`src/rtl/i2c_pkg.sv`:
```
// -----------------------------------------------------------------------------
// i2c_pkg
// Shared definitions for the I2C master controller:
//   - host command codes written to the command register
//   - controller FSM state encoding
//   - bit positions inside the status word returned on DO when AD=1
//   - calc_qtr(): clocks per quarter SCL bit, rounded up, never below 1
// -----------------------------------------------------------------------------
package i2c_pkg;

    localparam logic [7:0] CMD_START  = 8'd1;
    localparam logic [7:0] CMD_STOP   = 8'd2;
    localparam logic [7:0] CMD_RDACK  = 8'd4;
    localparam logic [7:0] CMD_RDNACK = 8'd5;
    localparam logic [7:0] CMD_WRITE  = 8'd6;

    typedef enum logic [2:0] {
        IDLE   = 3'd0,
        START  = 3'd1,
        STOP   = 3'd2,
        BITS   = 3'd3,
        ACKBIT = 3'd4
    } state_t;

    localparam int STAT_DONE  = 0;
    localparam int STAT_ERROR = 1;
    localparam int STAT_BUSY  = 2;

    // ceil(clk_freq / (4 * i2c_freq)), clamped to at least 1.
    function automatic int calc_qtr(input real clk_freq, input real i2c_freq);
        real ratio;
        int  qtr;
        ratio = clk_freq / (4.0 * i2c_freq);
        qtr   = $rtoi(ratio);
        if (real'(qtr) < ratio) qtr = qtr + 1;
        if (qtr < 1) qtr = 1;
        return qtr;
    endfunction

endpackage

```
`src/rtl/i2c_qtr_tick.sv`:
```
// -----------------------------------------------------------------------------
// i2c_qtr_tick
// Free-running divider that pulses tick for one clock every QTR clocks.
// Ports:
//   clk     in  system clock
//   reset   in  synchronous, active-high reset (counter to 0)
//   restart in  reload the counter so the next tick lands exactly QTR clocks
//               after this edge (used on command accept)
//   tick    out 1 during the last clock of each quarter-bit period
// -----------------------------------------------------------------------------
module i2c_qtr_tick #(
    parameter int QTR = 1
) (
    input  logic clk,
    input  logic reset,
    input  logic restart,
    output logic tick
);

    localparam int CW = (QTR > 1) ? $clog2(QTR) : 1;
    localparam logic [CW-1:0] LAST = CW'(QTR - 1);

    logic [CW-1:0] cnt;

    assign tick = (cnt == LAST);

    // NOTE: state registers use non-blocking assignments so every flop
    // samples the pre-edge values, independent of statement order.
    always_ff @(posedge clk) begin
        if (reset || restart) begin
            cnt <= '0;
        end else if (tick) begin
            cnt <= '0;
        end else begin
            cnt <= cnt + 1'b1;
        end
    end

endmodule

```
`src/rtl/i2c_master_ctrl.sv`:
```
// -----------------------------------------------------------------------------
// i2c_master_ctrl
// Register-mapped single-master I2C controller. The host loads a byte into
// the data register (AD=0) and then issues one command (AD=1):
// START/RESTART, STOP, WRITE, READ+ACK, READ+NACK. Each bus bit is split
// into four quarters of QTR system clocks.
//
// Optional feature macro: I2C_PAD_EN
//   defined   : SDA pad is driven here (0 or high-Z) and sampled from SDA
//   undefined : SDA stays high-Z, input is taken from SDA_I
//
// Ports:
//   CLK    in     system clock (rising edge)
//   RESET  in     synchronous, active-high reset
//   CS     in     host chip select
//   WE     in     host write enable (write when CS & WE)
//   AD     in     0 = data register, 1 = command/status
//   DI     in  8  host write data
//   DO     out 8  host read data (data register or {5'b0,BUSY,ERROR,DONE})
//   DONE   out    1 = idle / last command complete
//   ERROR  out    1 = last WRITE was NACKed
//   SCL    out    I2C clock, push-pull, idle high
//   SDA    inout  open-drain data pad (driven only with I2C_PAD_EN)
//   SDA_E  out    1 = pull SDA low
//   SDA_O  out    SDA output level (0 when SDA_E=1, else 1)
//   SDA_I  in     SDA level from external pad
// -----------------------------------------------------------------------------
module i2c_master_ctrl
    import i2c_pkg::*;
#(
    parameter real CLK_FREQ = 50.0E6,
    parameter real I2C_FREQ = 400.0E3
) (
    input  logic       CLK,
    input  logic       RESET,
    input  logic       CS,
    input  logic       WE,
    input  logic       AD,
    input  logic [7:0] DI,
    output logic [7:0] DO,
    output logic       DONE,
    output logic       ERROR,
    output logic       SCL,
    inout  wire        SDA,
    output logic       SDA_E,
    output logic       SDA_O,
    input  logic       SDA_I
);

    localparam int QTR = calc_qtr(CLK_FREQ, I2C_FREQ);

    state_t     state;
    logic [1:0] q;          // current quarter within the bit
    logic [2:0] bit_cnt;    // data bit index within the byte
    logic [7:0] data;       // shared tx/rx shift register
    logic       is_read;
    logic       nack;       // READ ends with NACK instead of ACK
    logic       done;
    logic       error;
    logic       scl;
    logic       sda_e;

    logic       host_wr;
    logic       cmd_valid;
    logic       cmd_accept;
    logic       tick;
    logic       sda_in;
    logic [7:0] status;

    // ------------------------------------------------------------------
    // Pad handling
    // ------------------------------------------------------------------
`ifdef I2C_PAD_EN
    assign SDA    = sda_e ? 1'b0 : 1'bz;
    assign sda_in = SDA;
`else
    assign SDA    = 1'bz;
    assign sda_in = SDA_I;
`endif

    // ------------------------------------------------------------------
    // Host interface
    // ------------------------------------------------------------------
    assign host_wr = CS && WE;

    always_comb begin
        // NOTE: every always_comb output gets a default first so no path
        // leaves it unassigned and no latch is inferred.
        cmd_valid = 1'b0;
        case (DI)
            CMD_START, CMD_STOP, CMD_RDACK, CMD_RDNACK, CMD_WRITE: cmd_valid = 1'b1;
            default: cmd_valid = 1'b0;
        endcase
    end

    assign cmd_accept = host_wr && AD && done && cmd_valid;

    always_comb begin
        status             = 8'h00;
        status[STAT_DONE]  = done;
        status[STAT_ERROR] = error;
        status[STAT_BUSY]  = ~done;
    end

    assign DO    = AD ? status : data;
    assign DONE  = done;
    assign ERROR = error;
    assign SCL   = scl;
    assign SDA_E = sda_e;
    assign SDA_O = ~sda_e;

    // ------------------------------------------------------------------
    // Quarter-bit timebase, realigned to each accepted command
    // ------------------------------------------------------------------
    i2c_qtr_tick #(.QTR(QTR)) u_qtr_tick (
        .clk     (CLK),
        .reset   (RESET),
        .restart (cmd_accept),
        .tick    (tick)
    );

    // ------------------------------------------------------------------
    // Controller FSM. Bus outputs are registered and only change on the
    // edge that starts a new quarter, so q0 values are loaded on accept.
    // ------------------------------------------------------------------
    always_ff @(posedge CLK) begin
        if (RESET) begin
            state   <= IDLE;
            q       <= 2'd0;
            bit_cnt <= 3'd0;
            data    <= 8'h00;
            is_read <= 1'b0;
            nack    <= 1'b0;
            done    <= 1'b1;
            error   <= 1'b0;
            scl     <= 1'b1;
            sda_e   <= 1'b0;
        end else begin
            if (host_wr && !AD && done) begin
                data <= DI;
            end

            if (cmd_accept) begin
                done    <= 1'b0;
                error   <= 1'b0;
                q       <= 2'd0;
                bit_cnt <= 3'd0;
                scl     <= 1'b0;
                case (DI)
                    CMD_START: begin
                        state <= START;
                        sda_e <= 1'b0;
                    end
                    CMD_STOP: begin
                        state <= STOP;
                        sda_e <= 1'b1;
                    end
                    CMD_WRITE: begin
                        state   <= BITS;
                        is_read <= 1'b0;
                        sda_e   <= ~data[7];
                    end
                    default: begin  // READ with ACK or NACK
                        state   <= BITS;
                        is_read <= 1'b1;
                        nack    <= (DI == CMD_RDNACK);
                        sda_e   <= 1'b0;
                    end
                endcase
            end else if (tick && state != IDLE) begin
                q <= q + 2'd1;
                case (state)
                    START: begin
                        case (q)
                            2'd0: scl   <= 1'b1;
                            2'd1: sda_e <= 1'b1;   // SDA falls while SCL high
                            2'd2: scl   <= 1'b0;
                            default: begin
                                state <= IDLE;
                                done  <= 1'b1;
                            end
                        endcase
                    end
                    STOP: begin
                        case (q)
                            2'd0: scl   <= 1'b1;
                            2'd1: sda_e <= 1'b0;   // SDA rises while SCL high
                            2'd2: ;
                            default: begin
                                state <= IDLE;
                                done  <= 1'b1;
                            end
                        endcase
                    end
                    BITS: begin
                        case (q)
                            2'd0: scl <= 1'b1;
                            2'd1: ;
                            2'd2: begin
                                scl  <= 1'b0;
                                // Shifting here is safe: sda_e was latched
                                // from data[7] at q0 and holds through q3.
                                data <= {data[6:0], sda_in};
                            end
                            default: begin
                                if (bit_cnt == 3'd7) begin
                                    state <= ACKBIT;
                                    sda_e <= is_read ? ~nack : 1'b0;
                                end else begin
                                    bit_cnt <= bit_cnt + 3'd1;
                                    sda_e   <= is_read ? 1'b0 : ~data[7];
                                end
                            end
                        endcase
                    end
                    ACKBIT: begin
                        case (q)
                            2'd0: scl <= 1'b1;
                            2'd1: ;
                            2'd2: begin
                                scl <= 1'b0;
                                if (!is_read) error <= sda_in;
                            end
                            default: begin
                                state <= IDLE;
                                done  <= 1'b1;
                            end
                        endcase
                    end
                    default: state <= IDLE;
                endcase
            end
        end
    end

endmodule

```
`config.mk`:
```
export PLATFORM = sky130hd
export DESIGN_NAME = i2c_master_ctrl
export DESIGN_NICKNAME = d
export VERILOG_FILES = /design/src/rtl/i2c_pkg.sv /design/src/rtl/i2c_qtr_tick.sv /design/src/rtl/i2c_master_ctrl.sv
export SDC_FILE = /design/constraint.sdc
export NUM_CORES = 1
export LEC_CHECK = 0
export BUFFER_PORTS_ARGS = -buffer_cell sky130_fd_sc_hd__buf_2
export CORE_MARGIN = 5
export CORE_UTILIZATION = 57
export DETAILED_ROUTE_END_ITERATION = 6
export PLACE_DENSITY = 0.81
export SYNTH_ARGS = -nofsm -noshare
export SYNTH_HDL_FRONTEND = slang
export SYNTH_SLANG_ARGS = --single-unit
```
`constraint.sdc`:
```
create_clock -name CLK -period 4.92 [get_ports CLK]
set_input_delay 0.492 -clock CLK [delete_from_list [all_inputs] [get_ports CLK]]
set_output_delay 0.492 -clock CLK [all_outputs]
set_load 0.1 [all_outputs]
```
==> impl_metrics.toml, run 1 <==
[cts]
cts_resized = 0
cts_made_buffers = 3
ctsHoldBuffers = 0
h-tree-depth = 1
clkTransAtPathRegs_ns = 0.16
cts_buffer_depth = 2
cts_sinks = 27
cts_setup_buffers = 0
clock_latency_ns = 0.33
cts-root-buf = "clkbuf_4"
cts_tree = "built"

[synthesis]
synth.top_cells.by_area = "dfxtp_1 34%, mux2i_1 10%, ha_1 6.3%"
yosysSeqAreaShare_pct = 34.29
yosysUniqueCellTypes = 47
synthCells = 173
netlist_area_sq_um = 1577
yosys_warnings = 0
synth_top_area_share_pct = 34.29
synth_flop_cell = "dfxtp_1"
yosys.area.top_type = "dfxtp_1"
async_flop_share_pct = 0
syn-num-nets = 195
syn_area_per_cell_sq_um = 9.113
synth-edff-count = 0
ys_seq_elements = 27

[global_routing]
grt_pass1_wl_mm = 5.589
grt_pass1_vias = 1188
antenna_found_initial = 0
grt_max_degree = 18
grt_util_all_layers_pct = 17.01
grt.overflow.total = 0

[timing]
finalHoldViolCount = 0
worst-slew-pin-transition_ns = 0.7542
slew_headroom_pct = 49.61
clock.fmax_ghz = 0.4812
fin_tns_setup_ns = 0
setup_violations = 0
fin_crit_ns = 2.078
drv_slew = 0
fin_crit_sh_pct = 42.24
finClkSkew_ns = 0.002193
rsz0062_at_grt = "false"
setup_ws_ns = 2.842

[placed_design]
gp_congestion = 0.7741
numPortBuffers = 26
dp_hpwl_mm = 2.482
place_area_sq_um = 1689
place_worst_setup_slack_ns = 2.732

[pwr]
ir_worst_vdd_v = 0.0003042
total_power_uw = 382.3
switchingPower_uw = 110.8
intPower_uw = 271.5
p_sw_share_pct = 28.98
combPwrFrac_pct = 13.1
leakagePower_uw = 0.0008162
power_density_nw_per_um2 = 222.2
seq_power_share_pct = 59.3
clockPowerShare_pct = 27.6

[run_status]
status = "finished clean"

[die]
die_h_um = 62.59
die-area_sq_um = 3918
io_pins = 28
die_w_um = 62.59
core_sq_um = 2710
floorplan.rows = 19
initial_utilization_pct = 58.17

[min_path]
min_delay_path_depth = 3
hold_class = "in2reg"

[critical_path]
path_cells = "ha_1 -> and3_1 -> ha_1 -> inv_1 -> a2111o_1 -> a211o_1 -> a21oi_1"
critical_path_class = "reg2reg"
cp_data_required_time_ns = 5.20
cp_max_fo = 12
crit_top_cell = "ha_1"
start_kind = "flip-flop"
cp_slowest_cell = "ha_1"
arrival_ns = 2.36
cp-end-kind = "flip-flop"
max_stage_delay_ns = 0.40
reg2reg_depth = 7

[cells_and_area]
layout_commonest_cell = "dfxtp_1"
drive_gt1_share_pct = 20.83
fin_util_pct = 63.48
diodes = 0
fin_area_sq_um = 1720
syn2layout_area_growth_pct = 9.127
nNetsFinal = 215
layout_common_cells = "27 x dfxtp_1, 26 x buf_2, 17 x nor2_1"

[route]
drtAntennaViolNets = 0
vias = 1299
dr.first_iter.drc_count = 68
wl_per_cell_um = 14.71
totalWireLength_mm = 3.280
post-route-drc-count = 0
firstDrtPassIters = 4
vias_per_cell = 5.825

[job]
timing.max_cap.violations = 0
-- per-stage QoR --
stage | hold WS, ns | instances
global route | 0.4054 | 223
detailed placement | 0.4712 | 219
floorplan | 0.4266 | 173
global placement | 0.4488 | 219
CTS | 0.3841 | 223
finish | 0.3928 | 223
-- cell families after synthesis --
group / share of synthesized area [%]
compound gates: 18.81
xor+xnor: 2.223
fa+ha+maj: 6.349
buf+inv: 4.762
flops: 34.29
mux: 12.30
other cells: 0.2379
simple gates: 21.03
-- state kept, by name, summed over array words and instances (netlist names) --
register / flops
data: 8
u_qtr_tick.cnt: 5
bit_cnt: 3
state: 3
q: 2
DONE: 1
ERROR: 1
SCL: 1
SDA_E: 1
is_read: 1
nack: 1
-- final timing paths --
| path | end | startpoint | slack (ns) |
|---|---|---|---|
| setup / recovery | SDA_E | u_qtr_tick.cnt[0] | 2.84 |
| hold / removal | ERROR | SDA_I | 0.39 |
| setup reg to reg | SDA_E | u_qtr_tick.cnt[0] | 2.84 |
| hold reg to reg | u_qtr_tick.cnt[0] | u_qtr_tick.cnt[0] | 0.48 |
-- area by class of cell --
cell class                 instances  area, sq um
sequential                        27        540.5
inverter                           5        18.77
multi-input combinational        130        960.9
tap                               31        38.79
timing repair buffer              26        130.1
clock inverter                     1        8.758
clock buffer                       3        22.52
fill                             246        989.7
-- worst max-delay path, delay by kind of cell, from the launching register on --
kind | cells | cell delay [ns]
compound gates | 3 | 0.74
fa+ha+maj | 2 | 0.59
buf+inv | 1 | 0.13
flops | 1 | 0.39
simple gates | 1 | 0.17
-- power by group through the flow --
stage / clock [uW] / combinational (uW) / sequential, uW
after floorplan: 0 / 37.2 / 231
after global placement: 0 / 48.2 / 231
after detailed placement: 0 / 50.0 / 231
after CTS: 109 / 50.3 / 227
after global routing: 121 / 53.9 / 228
final: 105 / 50.1 / 227
-- cells in the mapped netlist, types with 2 or more instances --
master and n:
nor2b_1 7, xnor2_1 2, mux2_2 2, ha_1 8
o31a_1 2, dfxtp_1 27, buf_2 2, nand2b_1 5
nor2_2 2, o31ai_1 2, a211oi_1 7, nand3b_1 2
nor2_1 17, mux2i_1 16, xor2_1 2, o21ai_0 7
clkbuf_1 6, and3_1 4, a211o_1 2, a211oi_2 2
inv_1 5, o21bai_1 3, nor3_1 4, a21oi_1 9
nand2_1 4, and2_1 2, nand3_1 2
-- metal layers --
layer	vias to the layer above	global-route usage (%)	routed length, um
met5	-	0	0
met4	0	3.183	16
met3	2	3.957	137
met2	25	27.33	1592
met1	610	23.32	1533
li1	662	-	-
Note: power is estimated with default switching activity, not from simulation.
==> inputs of run 2 (changes only) <==
- CORE_UTILIZATION: 57 -> 55
- PLACE_DENSITY: 0.81 -> 0.79
- clock period: 4.92 -> 1.94 ns (I/O delays scaled with it)
==> impl_metrics.toml, run 2 (same netlist as run 1, synthesis figures left out) <==
[cells_and_area]
layout_common_cells = "26 x buf_2, 25 x dfxtp_1, 17 x nor2_1"
layout_commonest_cell = "buf_2"
largest_register_ffs = 8
final_cells = 226
reg_top3 = "data (8), u_qtr_tick.cnt (5)"
drive_gt1_share_pct = 23.59
diodes = 0
regMostFlops = "data"
syn2layout_area_growth_pct = 11.43
nNetsFinal = 218

[cts]
cts_sinks = 27
cts_tree = "built"
cts_setup_buffers = 0
cts_buffer_depth = 2
clkTransAtPathRegs_ns = 0.14
cts-root-buf = "clkbuf_4"
h-tree-depth = 1
clock_latency_ns = 0.32
cts_made_buffers = 3

[timing]
rsz0062_at_grt = "false"
fin_crit_ns = 1.837
finalHoldViolCount = 0
clock.fmax_ghz = 0.5445
fin_tns_setup_ns = 0
worst-slew-pin-transition_ns = 0.5085
finClkSkew_ns = 0.009523
setup_violations = 0
slew_headroom_pct = 66.10
fin_crit_sh_pct = 94.67
drv_slew = 0

[pwr]
leakagePower_uw = 0.0008233
power_density_nw_per_um2 = 535.1
ir_worst_vdd_v = 0.0005558

[critical_path]
path_cells = "ha_1 -> and3_1 -> ha_4 -> inv_1 -> a2111o_1 -> a211o_1 -> a21oi_1"
critical_path.top_delay_family = "compound AO/OA/AOI/OAI gates"
arrival_ns = 2.10
cp_slowest_cell = "a2111o_1"
critical_path_class = "reg2reg"
rrSetupSlack_ns = 0.10
max_stage_delay_ns = 0.38
cp_data_required_time_ns = 2.20
start_kind = "flip-flop"
cp_max_fo = 8
worst-path-buf-inv = 1
cp-end-kind = "flip-flop"

[global_routing]
grt_pass1_wl_mm = 5.927
grt_max_degree = 17
antenna_found_initial = 0
grt_pass1_vias = 1394
grt_util_all_layers_pct = 17.56
grt.overflow.total = 0

[run_status]
status = "finished clean"

[die]
io_pins = 28
floorplan.rows = 19
die_h_um = 63.54
initial_utilization_pct = 57.17
core_sq_um = 2758
die_w_um = 63.54
die-area_sq_um = 4037

[placed_design]
numPortBuffers = 26
dp_hpwl_mm = 2.660
place_inst = 222
gp_congestion = 0.8102

[route]
vias = 1346
wl_per_cell_um = 15.18
vias_per_cell = 5.956
totalWireLength_mm = 3.430
post-route-drc-count = 0
firstDrtPassIters = 4
dr.first_iter.drc_count = 69
drtAntennaViolNets = 0

[min_path]
hold_class = "in2reg"

[job]
timing.max_cap.violations = 0
## run 2: changes by cell type in the layout (fill, tap and decap cells not counted), sizes merged
cell	previous run	this run
clkbuf	3	4
inv	6	5
buf	26	29
## run 2: final timing paths
| kind | startpoint | to | cells past startpoint |
|---|---|---|---|
| max | u_qtr_tick.cnt[0] | SDA_E | 7 |
| min | SDA_I | ERROR | 3 |
| max reg2reg | u_qtr_tick.cnt[0] | SDA_E | 7 |
| min reg2reg | u_qtr_tick.cnt[0] | u_qtr_tick.cnt[0] | 1 |
## run 2: worst register-to-register path, stage by stage (launching register included)
cell and delay (ns):
dfxtp_2 0.37, ha_1 0.19, and3_1 0.22, ha_4 0.19, inv_1 0.07, a2111o_1 0.38
a211o_1 0.24, a21oi_1 0.13
## run 2: cell type report
class                      count  area [sq um]
multi-input combinational    130         977.2
clock buffer                   4         26.28
inverter                       5         18.77
sequential                    27         543.0
fill                         231          1001
timing repair buffer          29         152.6
tap                           31         38.79
## run 2: power breakdown
group	total [uW]	internal (uW)	switching (uW)
Clock	234	80.4	154
Sequential	575	566	8.77
Combinational	131	39.9	91.0
Total	940	687	253
## run 2: stage by stage
step                setup WS (ns)  hold slack [ns]  util [%]  instance area (sq um)  total power, uW
detailed placement        0.01550           0.4617     62.25                   1717            717.3
global route              0.02483           0.1776     63.70                   1757            983.3
CTS                       0.02354           0.1380     63.29                   1745            951.8
finish                     0.1035           0.1476     63.70                   1757            940.0
global placement           0.1278           0.4330     62.25                   1717            711.1
floorplan                 0.04243           0.2668         -                   1582            680.4
## run 2: what timing repair did
action	4_1_cts	5_1_grt
setup endpoints to repair	1	2
hold buffers	0	0
gates resized for setup	1	2
pin swaps	0	0
## run 2: metal layers
layer | vias up | global-route usage, % | routed length, um
met4 | 0 | 6.494 | 44
li1 | 663 | - | -
met1 | 647 | 21.71 | 1514
met3 | 6 | 3.375 | 166
met5 | - | 0 | 0
met2 | 30 | 29.82 | 1703
==> inputs of run 3 (changes only) <==
- RECOVER_POWER: unset -> 100
==> impl_metrics.toml, run 3 (same netlist as run 1, synthesis figures left out) <==
[global_routing]
grt_pass1_vias = 1394
grt_max_degree = 17
grt_pass1_wl_mm = 5.927
grt_util_all_layers_pct = 17.56
grt.overflow.total = 0
grt-busiest-layer = "met2"
grt_use_met3_pct = 3.375
met1_usage_pct = 21.71
met2_usage_pct = 29.82
antenna_found_initial = 0

[cts]
cts_made_buffers = 3
cts_sinks = 27
cts_setup_buffers = 0
clkTransAtPathRegs_ns = 0.14
clock_latency_ns = 0.32
cts_buffer_depth = 2
cts-root-buf = "clkbuf_4"
cts_tree = "built"
h-tree-depth = 1

[timing]
fin_crit_sh_pct = 94.04
rsz0062_at_grt = "false"
drv_slew = 0
fin_tns_setup_ns = 0
setup_ws_ns = 0.1155
setup_violations = 0
fin_crit_ns = 1.824
worst-slew-pin-transition_ns = 0.5467
finClkSkew_ns = 0.01367
clock.fmax_ghz = 0.5481
slew_headroom_pct = 63.71
finalHoldViolCount = 0

[pwr]
leakagePower_uw = 0.0008123
total_power_uw = 939.8
clockPowerShare_pct = 25.1
p_sw_share_pct = 27.12
power_density_nw_per_um2 = 539.6
switchingPower_uw = 254.9
combPwrFrac_pct = 13.7
intPower_uw = 684.9
seq_power_share_pct = 61.2
ir_worst_vdd_v = 0.0005590

[cells_and_area]
fin_area_sq_um = 1742
multi_input_area_sq_um = 967.2
reg_top3 = "data (8), u_qtr_tick.cnt (5)"
fillers = 233
nNetsFinal = 218
diodes = 0
layout_commonest_cell = "dfxtp_1"
seq_area_sq_um = 541.8
regMostFlops = "data"
layout_common_cells = "26 x dfxtp_1, 17 x nor2_1, 15 x mux2i_1"
syn2layout_area_growth_pct = 10.48
drive_gt1_share_pct = 21.54
largest_register_ffs = 8

[die]
floorplan.rows = 19
die_h_um = 63.54
initial_utilization_pct = 57.17
die_w_um = 63.54
io_pins = 28
die-area_sq_um = 4037
core_sq_um = 2758

[route]
firstDrtPassIters = 4
dr.first_iter.drc_count = 60
vias = 1320
totalWireLength_mm = 3.401
vias_per_cell = 5.841
wl_per_cell_um = 15.05
drtAntennaViolNets = 0
post-route-drc-count = 0

[min_path]
hold_class = "in2reg"

[critical_path]
cp-end-kind = "flip-flop"
arrival_ns = 2.09
cp_data_required_time_ns = 2.21
start_kind = "flip-flop"
rrSetupSlack_ns = 0.12
cp_max_fo = 8
critical_path_class = "reg2reg"

[placed_design]
dp_hpwl_mm = 2.660
place_area_sq_um = 1717
place_worst_setup_slack_ns = 0.01550
numPortBuffers = 26
gp_congestion = 0.8102

[job]
timing.max_cap.violations = 0

[run_status]
status = "finished clean"
## run 3: cell types whose count changed in the layout (fill, tap and decap cells not counted), sizes merged
cell / previous run / this run
buf: 29 / 15
clkbuf: 4 / 18
## run 3: power groups by stage
stage | clock [uW] | combinational [uW] | sequential, uW
after detailed placement | 0 | 130 | 587
after CTS | 246 | 131 | 575
final | 236 | 129 | 575
after global placement | 0 | 126 | 586
after global routing | 266 | 138 | 577
after floorplan | 0 | 94.9 | 586
## run 3: area by class of cell
type,count,share of cell area [%]
clock buffer,4,1.509
sequential,27,31.11
tap,31,2.227
multi-input combinational,130,55.53
inverter,5,1.078
timing repair buffer,29,8.549
## run 3: path summary, 6_finish.rpt
path	cells after the start	endpoint	startpoint
max	7	SDA_E	u_qtr_tick.cnt[0]
min	3	ERROR	SDA_I
max reg2reg	7	SDA_E	u_qtr_tick.cnt[0]
min reg2reg	1	u_qtr_tick.cnt[0]	u_qtr_tick.cnt[0]
## run 3: per-layer routing
| metal | vias up | wire length, um |
|---|---|---|
| met5 | - | 0 |
| met3 | 7 | 109 |
| met1 | 630 | 1531 |
| li1 | 662 | - |
| met4 | 0 | 43 |
| met2 | 21 | 1716 |
## run 3: stage by stage
stage | std cells | utilization [%] | hold WS, ns
4_1_cts | 226 | 63.29 | 0.1380
3_5_place_dp | 222 | 62.25 | 0.4617
5_1_grt | 226 | 63.16 | 0.1776
3_3_place_gp | 222 | 62.25 | 0.4330
6_report | 226 | 63.16 | 0.1486
2_1_floorplan | 173 | - | 0.2668
## run 3: worst max-delay path: stages, from the launching register on
cell      delay, ns
dfxtp_2        0.37
ha_1           0.19
and3_1         0.22
ha_4           0.19
inv_1          0.07
a2111o_1       0.38
a211o_1        0.24
a21oi_1        0.13
## run 3: what timing repair did
action | CTS | global route
resized for setup | 1 | 2
gates cloned | 0 | 0
setup endpoints to repair | 1 | 2
hold buffers | 0 | 0
